`src/rtl/stream_mux_pkg.sv`:
```
// Shared types and helpers for the stream_mux_rr block.
package stream_mux_pkg;

  // Arbitration policy: round-robin over valid inputs, or external select.
  typedef enum logic {
    ARB_RR,
    ARB_SEL
  } arb_mode_e;

  // Index width for n channels. Never returns less than 1, so a port
  // carrying a channel index always has at least one bit.
  function automatic int clog2_min1(input int n);
    return (n <= 2) ? 1 : $clog2(n);
  endfunction

endpackage

```
`src/rtl/stream_mux_rr_arbiter.sv`:
```
// Combinational round-robin arbiter. It searches the request vector starting
// at ptr and wraps from NUM_IN-1 to 0. The first requester found is granted.
module rr_arbiter
  import stream_mux_pkg::*;
#(
  parameter  int NUM_IN = 4,
  localparam int SEL_W  = clog2_min1(NUM_IN)
) (
  input  logic [NUM_IN-1:0] req,
  input  logic [SEL_W-1:0]  ptr,
  output logic              gnt_vld,
  output logic [SEL_W-1:0]  gnt_idx
);

  // The loop scans offsets from the far end back toward ptr.
  // Because the last match wins, the requester nearest to ptr is granted.
  always_comb begin
    int             w_cand;
    logic [SEL_W-1:0] w_cand_idx;
    // NOTE: every variable driven here gets a default first, so no path leaves it unassigned and no latch is inferred.
    gnt_vld    = 1'b0;
    gnt_idx    = '0;
    w_cand     = 0;
    w_cand_idx = '0;
    for (int k = NUM_IN - 1; k >= 0; k--) begin
      w_cand = int'(ptr) + k;
      if (w_cand >= NUM_IN) w_cand = w_cand - NUM_IN;
      w_cand_idx = SEL_W'(w_cand);
      if (req[w_cand_idx]) begin
        gnt_vld = 1'b1;
        gnt_idx = w_cand_idx;
      end
    end
  end

endmodule

```
`src/rtl/stream_mux_rr.sv`:
```
// Registered N:1 stream multiplexer with a valid/ready handshake on every port.
// The grant comes from a round-robin arbiter or from the external sel input.
// One register stage sits on the output. out_src reports the producing channel.
module stream_mux_rr
  import stream_mux_pkg::*;
#(
  parameter  int        NUM_IN   = 4,
  parameter  int        WIDTH    = 8,
  parameter  arb_mode_e ARB_MODE = ARB_RR,
  localparam int        SEL_W    = clog2_min1(NUM_IN)
) (
  input  logic                          clk,
  input  logic                          rst_n,
  input  logic [SEL_W-1:0]              sel,
  input  logic [NUM_IN-1:0][WIDTH-1:0]  in_data,
  input  logic [NUM_IN-1:0]             in_valid,
  output logic [NUM_IN-1:0]             in_ready,
  output logic [WIDTH-1:0]              out_data,
  output logic                          out_valid,
  input  logic                          out_ready,
  output logic [SEL_W-1:0]              out_src
);

  logic [SEL_W-1:0]  r_rr_ptr;
  logic [WIDTH-1:0]  r_out_data;
  logic              r_out_valid;
  logic [SEL_W-1:0]  r_out_src;

  logic              w_load_en;
  logic              w_arb_vld;
  logic [SEL_W-1:0]  w_arb_idx;
  logic              w_sel_vld;
  logic              w_grant_vld;
  logic [SEL_W-1:0]  w_grant_idx;
  logic [NUM_IN-1:0] w_in_ready;
  logic              w_xfer;
  logic [SEL_W-1:0]  w_next_ptr;

  rr_arbiter #(.NUM_IN(NUM_IN)) u_arb (
    .req     (in_valid),
    .ptr     (r_rr_ptr),
    .gnt_vld (w_arb_vld),
    .gnt_idx (w_arb_idx)
  );

  // The output register may reload when it is empty or is draining this cycle.
  // Because of this, a drain and an accept can happen in the same cycle.
  assign w_load_en = !r_out_valid || out_ready;

  // In select mode, a sel value outside the channel range means no grant.
  // The select grant does not depend on in_valid.
  assign w_sel_vld   = (int'(sel) < NUM_IN);
  assign w_grant_vld = (ARB_MODE == ARB_SEL) ? w_sel_vld : w_arb_vld;
  assign w_grant_idx = (ARB_MODE == ARB_SEL) ? sel       : w_arb_idx;

  // in_ready is one-hot on the granted channel, and only when the register can load.
  always_comb begin
    w_in_ready = '0;
    if (w_load_en && w_grant_vld) w_in_ready[w_grant_idx] = 1'b1;
  end

  assign w_xfer     = |(in_valid & w_in_ready);
  assign w_next_ptr = (w_grant_idx == SEL_W'(NUM_IN - 1)) ? '0 : w_grant_idx + 1'b1;

  // Output stage: capture the granted beat on a transfer, or empty when nothing is accepted.
  always_ff @(posedge clk or negedge rst_n) begin
    if (!rst_n) begin
      r_out_valid <= 1'b0;
      r_out_data  <= '0;
      r_out_src   <= '0;
    end else if (w_load_en) begin
      // NOTE: sequential state uses non-blocking assignments, so every register samples pre-edge values.
      if (w_xfer) begin
        r_out_valid <= 1'b1;
        r_out_data  <= in_data[w_grant_idx];
        r_out_src   <= w_grant_idx;
      end else begin
        r_out_valid <= 1'b0;
      end
    end
  end

  // Round-robin pointer: after a transfer it moves to one past the granted channel.
  always_ff @(posedge clk or negedge rst_n) begin
    if (!rst_n) begin
      r_rr_ptr <= '0;
    end else if (w_xfer && (ARB_MODE == ARB_RR)) begin
      r_rr_ptr <= w_next_ptr;
    end
  end

  assign in_ready  = w_in_ready;
  assign out_data  = r_out_data;
  assign out_valid = r_out_valid;
  assign out_src   = r_out_src;

endmodule

```
`config.mk`:
```
export PLATFORM = sky130hd
export DESIGN_NAME = stream_mux_rr
export DESIGN_NICKNAME = d
export VERILOG_FILES = /design/src/rtl/stream_mux_pkg.sv /design/src/rtl/stream_mux_rr_arbiter.sv /design/src/rtl/stream_mux_rr.sv
export SDC_FILE = /design/constraint.sdc
export NUM_CORES = 1
export LEC_CHECK = 0
export ABC_AREA = 1
export CAP_MARGIN = 20
export CORE_UTILIZATION = 40
export DETAILED_ROUTE_END_ITERATION = 6
export PLACE_DENSITY = 0.8
export SETUP_SLACK_MARGIN = 0.5
export SLEW_MARGIN = 20
export SYNTH_ARGS = -nofsm -noshare
export SYNTH_HDL_FRONTEND = slang
export SYNTH_HIERARCHICAL = 1
export SYNTH_SLANG_ARGS = --single-unit
```
`constraint.sdc`:
```
create_clock -name clk -period 4.64 [get_ports clk]
set_clock_uncertainty 0.15 [all_clocks]
set_input_delay 0.696 -clock clk [delete_from_list [all_inputs] [get_ports clk]]
set_output_delay 0.696 -clock clk [all_outputs]
set_load 0.005 [all_outputs]
```
# --- Word-level counts from Yosys, hierarchy flattened ---
# Cells that the tools add are included.
totals:
  regBits: 13
  out_inout_bits: 15
  input_bits: 41
classes:
  reduce_logical: 6
  eq_ne: 1
  n_mux: 27
  add_sub_neg: 8
  n_bitwise: 1
  order_cmp: 10
ops:
  columns: ["cell", "n"]
  rows:
  - ["2-bit two-way mux", 9]
  - ["8-bit binary-select mux with 2-bit select", 1]
  - ["2-bit by 3-bit < comparator with 1-bit output (second input constant)", 5]
  - ["1-bit two-way mux", 10]
  - ["3-bit greater-or-equal comparator (second input constant)", 3]
  - ["1-bit binary-select mux with 2-bit select", 4]
  - ["8-bit two-way mux", 1]
  - ["2-bit by 1-bit subtractor with 2-bit output (second input constant)", 4]
  - ["2-bit by 2-bit adder with 3-bit output (second input constant)", 2]
  - ["4-bit bitwise AND", 1]
  - ["4-bit two-way mux", 1]
  - ["4-bit OR reduction", 1]
  - ["2-bit by 1-bit adder with 3-bit output (second input constant)", 1]
  - ["2-bit by 3-bit greater-or-equal comparator with 1-bit output (second input constant)", 1]
  - ["2-bit by 1-bit adder with 2-bit output (second input constant)", 1]
  - ["1-bit demux with 2-bit select", 1]
  - ["2-bit == test (second input constant)", 1]
  - ["2-bit by 1-bit greater-or-equal comparator with 1-bit output (second input constant)", 1]
  - ["1-bit logical AND", 2]
  - ["2-bit AND reduction", 1]
  - ["1-bit logical NOT", 1]
  - ["1-bit logical OR", 1]

# --- Longest topological paths before layout ---
# Gate-level depths: netlist of run 1.
depth:
  ltp_word: 17
  mapped_depth: 19
  mapped_depth_nobuf: 16

# --- Cells and area by module ---
# The synthesis of run 1 kept the hierarchy.
by_module_without_submodules:
  columns: ["module", "area_each_um2", "instances", "seq_area_each_um2", "cells_per_inst"]
  rows:
  - ["stream_mux_rr", 909.6, 1, 325.3, 130]
  - ["rr_arbiter", 212.7, 1, 0.0, 46]

# --- Least setup slack after synthesis of run 1 ---
# No wires, ideal clock.
synth_path:
  path_kind: "input -> output"
  startpoint: "input in_valid[3]"
  endpoint: "output in_ready[2]"
  n_path_buf: 2
  required_ps: 3794
  t_arrival_ps: 1919
  stages: 15
  setup_slack_ps: 1875
  path_cell_list: "inv_1 > nand2_2 > and2_4 > nand2_2 > nand2_2 > clkinv_2 > nand2_1 > nand2_1 > nand2_1 > buf_6 > inv_4 > buf_6 > ha_1 > inv_1 > nor2_1"
synth_between:
  elab_chain_cells: 11
  word_cells_on_any_way: 23
  classes_between: "order compare: 2; mux: 19; reduce/logical: 2"
synth_lines:
  columns: ["element", "line_no", "rtl"]
  rows:
  - ["start: declaration", "stream_mux_rr.sv:16", "input logic [NUM_IN-1:0] in_valid,"]
  - ["1-bit binary-select mux with 2-bit select", "stream_mux_rr_arbiter.sv:29", "if (req[w_cand_idx]) begin"]
  - ["1-bit two-way mux (not written as such)", "stream_mux_rr_arbiter.sv:29", null]
  - ["2-bit two-way mux (3 in series)", "stream_mux_rr_arbiter.sv:29", null]
  - ["2-bit two-way mux (*)", "stream_mux_rr_arbiter.sv:29", null]
  - ["via w_arb_idx[0]", "stream_mux_rr.sv:31", "logic [SEL_W-1:0] w_arb_idx;"]
  - ["2-bit by 3-bit < comparator with 1-bit output (not written as such) or 2-bit by 1-bit greater-or-equal comparator with 1-bit output (tied branches)", "stream_mux_rr.sv:59", "if (w_load_en && w_grant_vld) w_in_ready[w_grant_idx] = 1'b1;"]
  - ["1-bit logical AND (not written as such)", "stream_mux_rr.sv:59", null]
  - ["1-bit two-way mux (not written as such)", "stream_mux_rr.sv:59", null]
  - ["1-bit demux with 2-bit select (*)", "stream_mux_rr.sv:59", null]
  - ["4-bit two-way mux (*)", "stream_mux_rr.sv:59", null]
  - ["end: declaration", "stream_mux_rr.sv:17", "output logic [NUM_IN-1:0] in_ready,"]
# The timed path passes the listed nets; every way through them passes the cells marked *. The select of a mux whose other input is x is not followed.

# --- Worst setup path after layout of run 1 ---
layout_path:
  startpoint: "input in_valid[2]"
  endpoint: "output in_ready[3]"
# The elaborated chain is that of the path after synthesis.

==> reports/metrics.yaml, run 1 <==
floorplan:
  start_util_pct: 43.71
  die_h_microns: 54.97
  core-area_sq_um: 2567
  io_pins: 56
  die_area_sq_um: 3022
  dieWidth_microns: 54.97
  num_rows: 18
clock_tree:
  root_buffer: "clkbuf_4"
  cts_setup_buffers: 0
  cts-htree-levels: 1
  cts.path.max_buffers: 2
  cts_resized: 0
  numCtsBuffers: 3
  cts_hold_buf: 0
  cts.clk_slew.worst_paths_ns: 0.07
  cts_tree: "yes"
  clkSinkCount: 13
  clock_latency_ns: 0.27
sta:
  finalHoldViolations: 0
  slew_viol_final: 0
  rsz0062_at_grt: "no"
  fin_ws_ns: 0.7141
  finalCritPeriodShare_pct: 84.61
  setup-violations-final: 0
  fin_tns_setup_ns: 0
  slew_headroom_pct: 64.40
  tightest_slew_ns: 0.5324
  final.min_clock_period_ns: 3.926
  fmax_mhz: 254.7
grt:
  grt_pass1_wl_microns: 4450
  grt_usage_pct: 20.99
  grt_start_max_net_pins: 19
  first_global_vias: 1101
  antenna_found_initial: 0
  grt-ovfl-total: 0
routing:
  routed_via_density: 5.078
  first_iter_violations: 24
  drtPass1Iterations: 5
  wl_per_cell_microns: 11.36
  vias: 1300
  drc: 0
  wl_microns: 2909
  ant_nets: 0
critical_path:
  endpoint_kind: "primary output"
  start_kind: "input port"
  cp_slowest_cell: "clkdlybuf4s50_1"
  path_max_fanout: 15
  arrival_ns: 3.08
  crit_type: "input port to primary output"
  critPathMaxStageDelay_ns: 0.53
  crit_chain: "clkdlybuf4s50_1 -> inv_1 -> nand2_1 -> and2_4 -> nand2_2 -> nand2_2 -> clkinv_2 -> nand2_1 -> nand2_1 -> nand2_2 -> buf_4 -> ha_1 -> inv_1 -> nor2_1 -> clkdlybuf4s50_1"
  crit_required_ns: 3.79
synth:
  synth-seq-cells: 13
  ys_warn_count: 6
  synth.avg_cell_area_sq_um: 6.377
  synth.distinct_cells: 22
  syn_area_sq_um: 1122
  synthCells: 176
  syn_nets: 221
  yosysSeqAreaShare_pct: 28.99
finish:
  diodes: 0
  num-nets-final: 272
  layout-drive-gt1-share_pct: 8.407
  area_delta_synth_final_pct: 47.60
outcome:
  status: "finished, final reports clean"
place:
  io_buffers: 53
  dp_slack_ns: 0.6321
  hpwl_microns: 2336
  gp_congestion: 0.7604
pwr:
  vdd_ir_drop_max_mv: 0.5152
  leakage_nw: 0.7873
  cellPowerDensity_nw_per_um2: 767.0
flow_run:
  max-cap-violations: 0
worst_hold_path:
  min_path_type: "flip-flop to flip-flop"
## registers in the layout, summed over array words and instances, names as in the netlist
| register | flops |
|---|---|
| out_valid | 1 |
| out_data | 8 |
| out_src | 2 |
| r_rr_ptr | 2 |
## critical path: cells and delay by family
family                   cells  cell delay, ns
buffers and inverters        6            1.41
AND/OR/NAND/NOR              8            0.75
adder cells (fa/ha/maj)      1            0.22
## kinds of logic (layout without fill, tap and decap cells)
family / count (synthesis) / count (layout) / synth area share, %
AO/OA/AOI/OAI: 40 / 40 / 18.39
adder cells (fa/ha/maj): 4 / 4 / 4.459
buffers and inverters: 23 / 73 / 11.59
flip-flops: 13 / 13 / 28.99
AND/OR/NAND/NOR: 96 / 96 / 36.57
## per-layer routing
layer  wire, microns  global-route usage (%)  vias up
li1                -                       -      662
met3             251                   8.197        5
met5               0                       0        -
met2            1428                   37.75       58
met1            1207                   24.02      575
met4              22                   2.500        0
## power breakdown
part | internal (W) | total, W | switching (W) | leakage [nW]
combinational | 0.000414 | 0.000973 | 0.000560 | 0.612
clock | 0.0000333 | 0.0000683 | 0.0000349 | 0.0150
sequential | 0.000178 | 0.000229 | 0.0000511 | 0.161
total | 0.000625 | 0.00127 | 0.000646 | 0.787
## synthesized netlist by cell type, drive strengths merged
master / n / share of area, %
nand2: 53 / 20
o21ai: 38 / 17
nor2: 32 / 11
inv: 14 / 4.9
dfrtp: 13 / 29
buf: 8 / 6.2
nand3: 6 / 2.7
ha: 4 / 4.5
nand4: 4 / 2.2
a21boi: 1 / 0.67
a21oi: 1 / 0.45
and2: 1 / 0.78
clkinv: 1 / 0.45
## area by class of cell
cell class	instances	area [sq um]
fillers	250	910.9
multi-input cells	140	669.4
repair buffers	54	538.0
flip-flops and latches	13	325.3
inverters	15	60.06
well taps	30	37.54
clock buffers	4	26.28
## layout by cell type, fill, tap and decap left out
cell	instances
nand2_2	6
a21boi_1	1
nand3_1	6
nor2_4	1
nor2_1	31
o21ai_2	1
clkdlybuf4s50_1	53
a21oi_1	1
nand2_4	1
nand2_1	46
nand4_1	4
inv_4	1
o21ai_1	10
clkbuf_4	3
dfrtp_1	13
clkbuf_1	1
inv_2	3
buf_4	1
clkinv_2	1
inv_1	10
and2_4	1
ha_1	4
o21ai_0	27
## worst paths after layout
path,cells after the start,slack (ns),startpoint,to
setup reg to reg,14,1.81,r_rr_ptr[0]$_DFFE_PN0P_,out_data[5]$_DFFE_PN0P_
max in group asynchronous,1,3.37,rst_n,out_data[1]$_DFFE_PN0P_
setup / recovery,15,0.71,in_valid[2],in_ready[3]
hold reg to reg,2,0.33,out_data[7]$_DFFE_PN0P_,out_data[7]$_DFFE_PN0P_
hold / removal,2,0.33,out_data[7]$_DFFE_PN0P_,out_data[7]$_DFFE_PN0P_
min in group asynchronous,1,0.61,rst_n,out_data[3]$_DFFE_PN0P_
## stage by stage
| stage | cell area, sq um | utilization, % | total power (W) | instances | hold WS (ns) |
|---|---|---|---|---|---|
| detailed placement | 1628 | 63.40 | 0.001206 | 252 | 0.3201 |
| floorplan | 1122 | - | 0.0009616 | 176 | 0.2504 |
| CTS | 1654 | 64.43 | 0.001278 | 256 | 0.3401 |
| global route | 1657 | 64.52 | 0.001432 | 256 | 0.3715 |
| global placement | 1628 | 63.40 | 0.001174 | 252 | 0.3136 |
| finish | 1657 | 64.52 | 0.001271 | 256 | 0.3319 |
Note: power is estimated with default switching activity, not from simulation.
==> inputs of run 2 (changes only) <==
CORE_UTILIZATION = 36   (was 40)
PLACE_DENSITY = 0.76   (was 0.8)
clock period = 3.35 ns   (was 4.64 ns; I/O delays follow)
==> run 2 against run 1 <==
Against the previous run:
- sequential share of layout area decreased by 0.90 points
- core utilization shrank 3.4 points
- non-clock buffer count increased by 9
- global-route usage down 2.6 points
- power up 49%
- hold slack lost 0.0012 ns
- critical endpoint is now in_ready[1]
- cell area is 5.2% higher
- combinational power increased by 54%
- clock-buffer cell count stayed put
- critical path depth fell by 1
- the flow now finishes with violations (design-rule violations)
- register-to-register slack got worse by 1.0 ns
- via count grew 1.0%
==> reports/metrics.yaml, run 2 (synthesis results as in run 1) <==
outcome:
  status: "complete, but fails checks"
  violations: "design-rule violations"
pwr:
  combPwrFrac_pct: 79.1  # +2.5 points
  leakage_nw: 0.8454  # +7.4%
  swShare_pct: 49.05  # -1.8 points
  sequentialPowerShare_pct: 16.1  # -1.9 points
  vdd_ir_drop_max_mv: 0.5505  # +6.8%
  net-switching-power_w: 0.0009310  # +44%
  cellPowerDensity_nw_per_um2: 1089  # +42%
  p_clk_share_pct: 4.9  # -0.5 points
  intPower_w: 0.0009672  # +55%
sta:
  setup-violations-final: 0  # unchanged
  finalCritPeriodShare_pct: 79.51
  rsz0062_at_grt: "no"
  hold_ws_ns: 0.3307  # -0.001205 ns
  tightest_slew_ns: 0.5529  # +0.02053 ns
  finalHoldViolations: 0  # unchanged
  final.min_clock_period_ns: 2.664
  slew_headroom_pct: 63.03  # -1.4 points
  fin_tns_setup_ns: 0  # unchanged
  slew_viol_final: 0  # unchanged
  fmax_mhz: 375.4
  fin_ws_ns: 0.6864  # -0.02766 ns
clock_tree:
  root_buffer: "clkbuf_4"
  cts.path.max_buffers: 2  # unchanged
  cts.clk_slew.worst_paths_ns: 0.07  # about the same
  clkSinkCount: 13  # unchanged
  clock_latency_ns: 0.26  # about the same
  cts_tree: "yes"
  numCtsBuffers: 3  # unchanged
  cts-htree-levels: 1  # unchanged
routing:
  wl_microns: 2864  # -1.5%
  routed_via_density: 4.936  # -2.8%
  wl_per_cell_microns: 10.77  # -5.2%
  drc: 1  # +1
  first_iter_violations: 31  # +29%
  drtPass1Iterations: 6  # +1
  ant_nets: 0  # unchanged
  vias: 1313  # +1.0%
floorplan:
  dieWidth_microns: 57.84  # +5.2%
  io_pins: 56  # unchanged
  start_util_pct: 39.34  # -4.4 points
  die_area_sq_um: 3345  # +11%
  num_rows: 19  # +1
  core-area_sq_um: 2853  # +11%
  die_h_microns: 57.84  # +5.2%
finish:
  area_delta_synth_final_pct: 55.30
  nFillCells: 282  # +13%
  diodes: 0  # unchanged
  final_cell_mix: "clkdlybuf4s50_1 (45), nand2_1 (44), nor2_1 (31), o21ai_0 (27), dfrtp_1 (12)"
  num-nets-final: 281  # +3.3%
  layout_commonest_cell: "clkdlybuf4s50_1"
  fin_area_sq_um: 1743  # +5.2%
  final_cells: 266  # +3.9%
  layout-drive-gt1-share_pct: 16.17  # +7.8 points
  largest_register_ffs: 8  # unchanged
critical_path:
  path_max_fanout: 7  # -8
  reg2reg_to: "out_data[4]$_DFFE_PN0P_"
  ff2ff_setup_slack_ns: 0.80  # -1.01 ns
  start_kind: "flip-flop"
  cp_top_family: "simple AND/OR/NAND/NOR gates"
  crit_required_ns: 2.70  # -1.09 ns
  crit_buf_inv: 5  # -1
  crit_top_cell: "nand2_2"
  endpoint_kind: "primary output"
  cp_slowest_cell: "dfrtp_2"
  arrival_ns: 2.01  # -1.07 ns
  reg2regPathDepth: 15  # +1
  critPathMaxStageDelay_ns: 0.44  # -0.09 ns
  r2r_start: "r_rr_ptr[0]$_DFFE_PN0P_"
  crit_chain: "buf_12 -> nand2_2 -> and2_4 -> nand2_2 -> nand2_2 -> clkinv_2 -> nand2_1 -> nand2_1 -> nand2_2 -> buf_4 -> ha_1 -> inv_1 -> nor2_1 -> clkdlybuf4s15_1"
  crit_type: "flip-flop to primary output"
grt:
  grt_start_max_net_pins: 19  # unchanged
  grt_pass1_wl_microns: 4892  # +9.9%
  first_global_vias: 1205  # +9.4%
  grt-ovfl-total: 0  # unchanged
  antenna_found_initial: 0  # unchanged
  grt_usage_pct: 18.35  # -2.6 points
place:
  place_area_sq_um: 1659  # +1.9%
  dp_slack_ns: 0.1155  # -0.5166 ns
  gp_congestion: 0.8542  # +12%
  dp.cells: 257  # +2.0%
  io_buffers: 53  # unchanged
  hpwl_microns: 2217  # -5.1%
flow_run:
  max-cap-violations: 0  # unchanged
worst_hold_path:
  min_path_type: "flip-flop to flip-flop"
  min_from: "out_src[1]$_DFFE_PN0P_"
  hold_path_end: "out_src[1]$_DFFE_PN0P_"
  hold_depth: 2  # unchanged
==> run 2: worst min-delay path, cell delays in order, from the launching register on <==
cell     delay [ns]
dfrtp_1        0.34
nand2_1        0.05
nand2_1        0.05
==> run 2: routing by layer <==
metal | routed length [microns] | part of all wire, % | GRT usage, % | up-vias
met5 | 0 | 0 | 0 | -
met4 | 0 | 0 | 1.020 | 0
met3 | 220 | 7.7 | 5.804 | 0
met1 | 1189 | 42 | 21.94 | 580
li1 | - | - | - | 690
met2 | 1453 | 51 | 33.66 | 43
==> run 2: worst max-delay path by stage <==
stage	startpoint	endpoint	slack, ns	cells past startpoint
finish	r_rr_ptr[0]$_DFFE_PN0P_	in_ready[1]	0.69	14
global route	r_rr_ptr[0]$_DFFE_PN0P_	in_ready[1]	0.51	14
CTS	r_rr_ptr[0]$_DFFE_PN0P_	in_ready[0]	0.59	13
detailed placement	in_valid[2]	in_ready[1]	0.12	14
global placement	in_valid[3]	in_ready[2]	0.10	13
floorplan	in_valid[3]	out_data[2]$_DFFE_PN0P_	0.92	17
==> run 2: final cells by class <==
cell class / count / area (sq um) / share of cell area [%]
multi-input cells: 140 / 693.2 / 39.77
repair buffers: 63 / 598.1 / 34.31
flip-flops and latches: 13 / 326.6 / 18.74
inverters: 15 / 60.06 / 3.446
well taps: 31 / 38.79 / 2.225
clock buffers: 4 / 26.28 / 1.508
==> run 2: power groups by stage <==
stage	Sequential, W	Combinational [W]	Clock, W
after floorplan	0.000303	0.00103	0
after global placement	0.000316	0.00140	0
after detailed placement	0.000316	0.00142	0
after CTS	0.000304	0.00151	0.0000950
after global routing	0.000313	0.00171	0.000106
final	0.000305	0.00150	0.0000923
==> run 2: repair_timing <==
| item | 4_1_cts | 5_1_grt |
|---|---|---|
| pin swaps | 2 | 1 |
| buffers inserted | 5 | 0 |
| hold buffers | 0 | 0 |
| gates resized for setup | 14 | 11 |
| setup endpoints to repair | 4 | 4 |
| gates cloned | 0 | 0 |
==> run 2: metrics by stage <==
step	utilization, %	total power [W]
CTS	60.83	0.001911
finish	61.10	0.001898
global placement	58.16	0.001718
global route	61.10	0.002125
detailed placement	58.16	0.001738
floorplan	-	0.001332
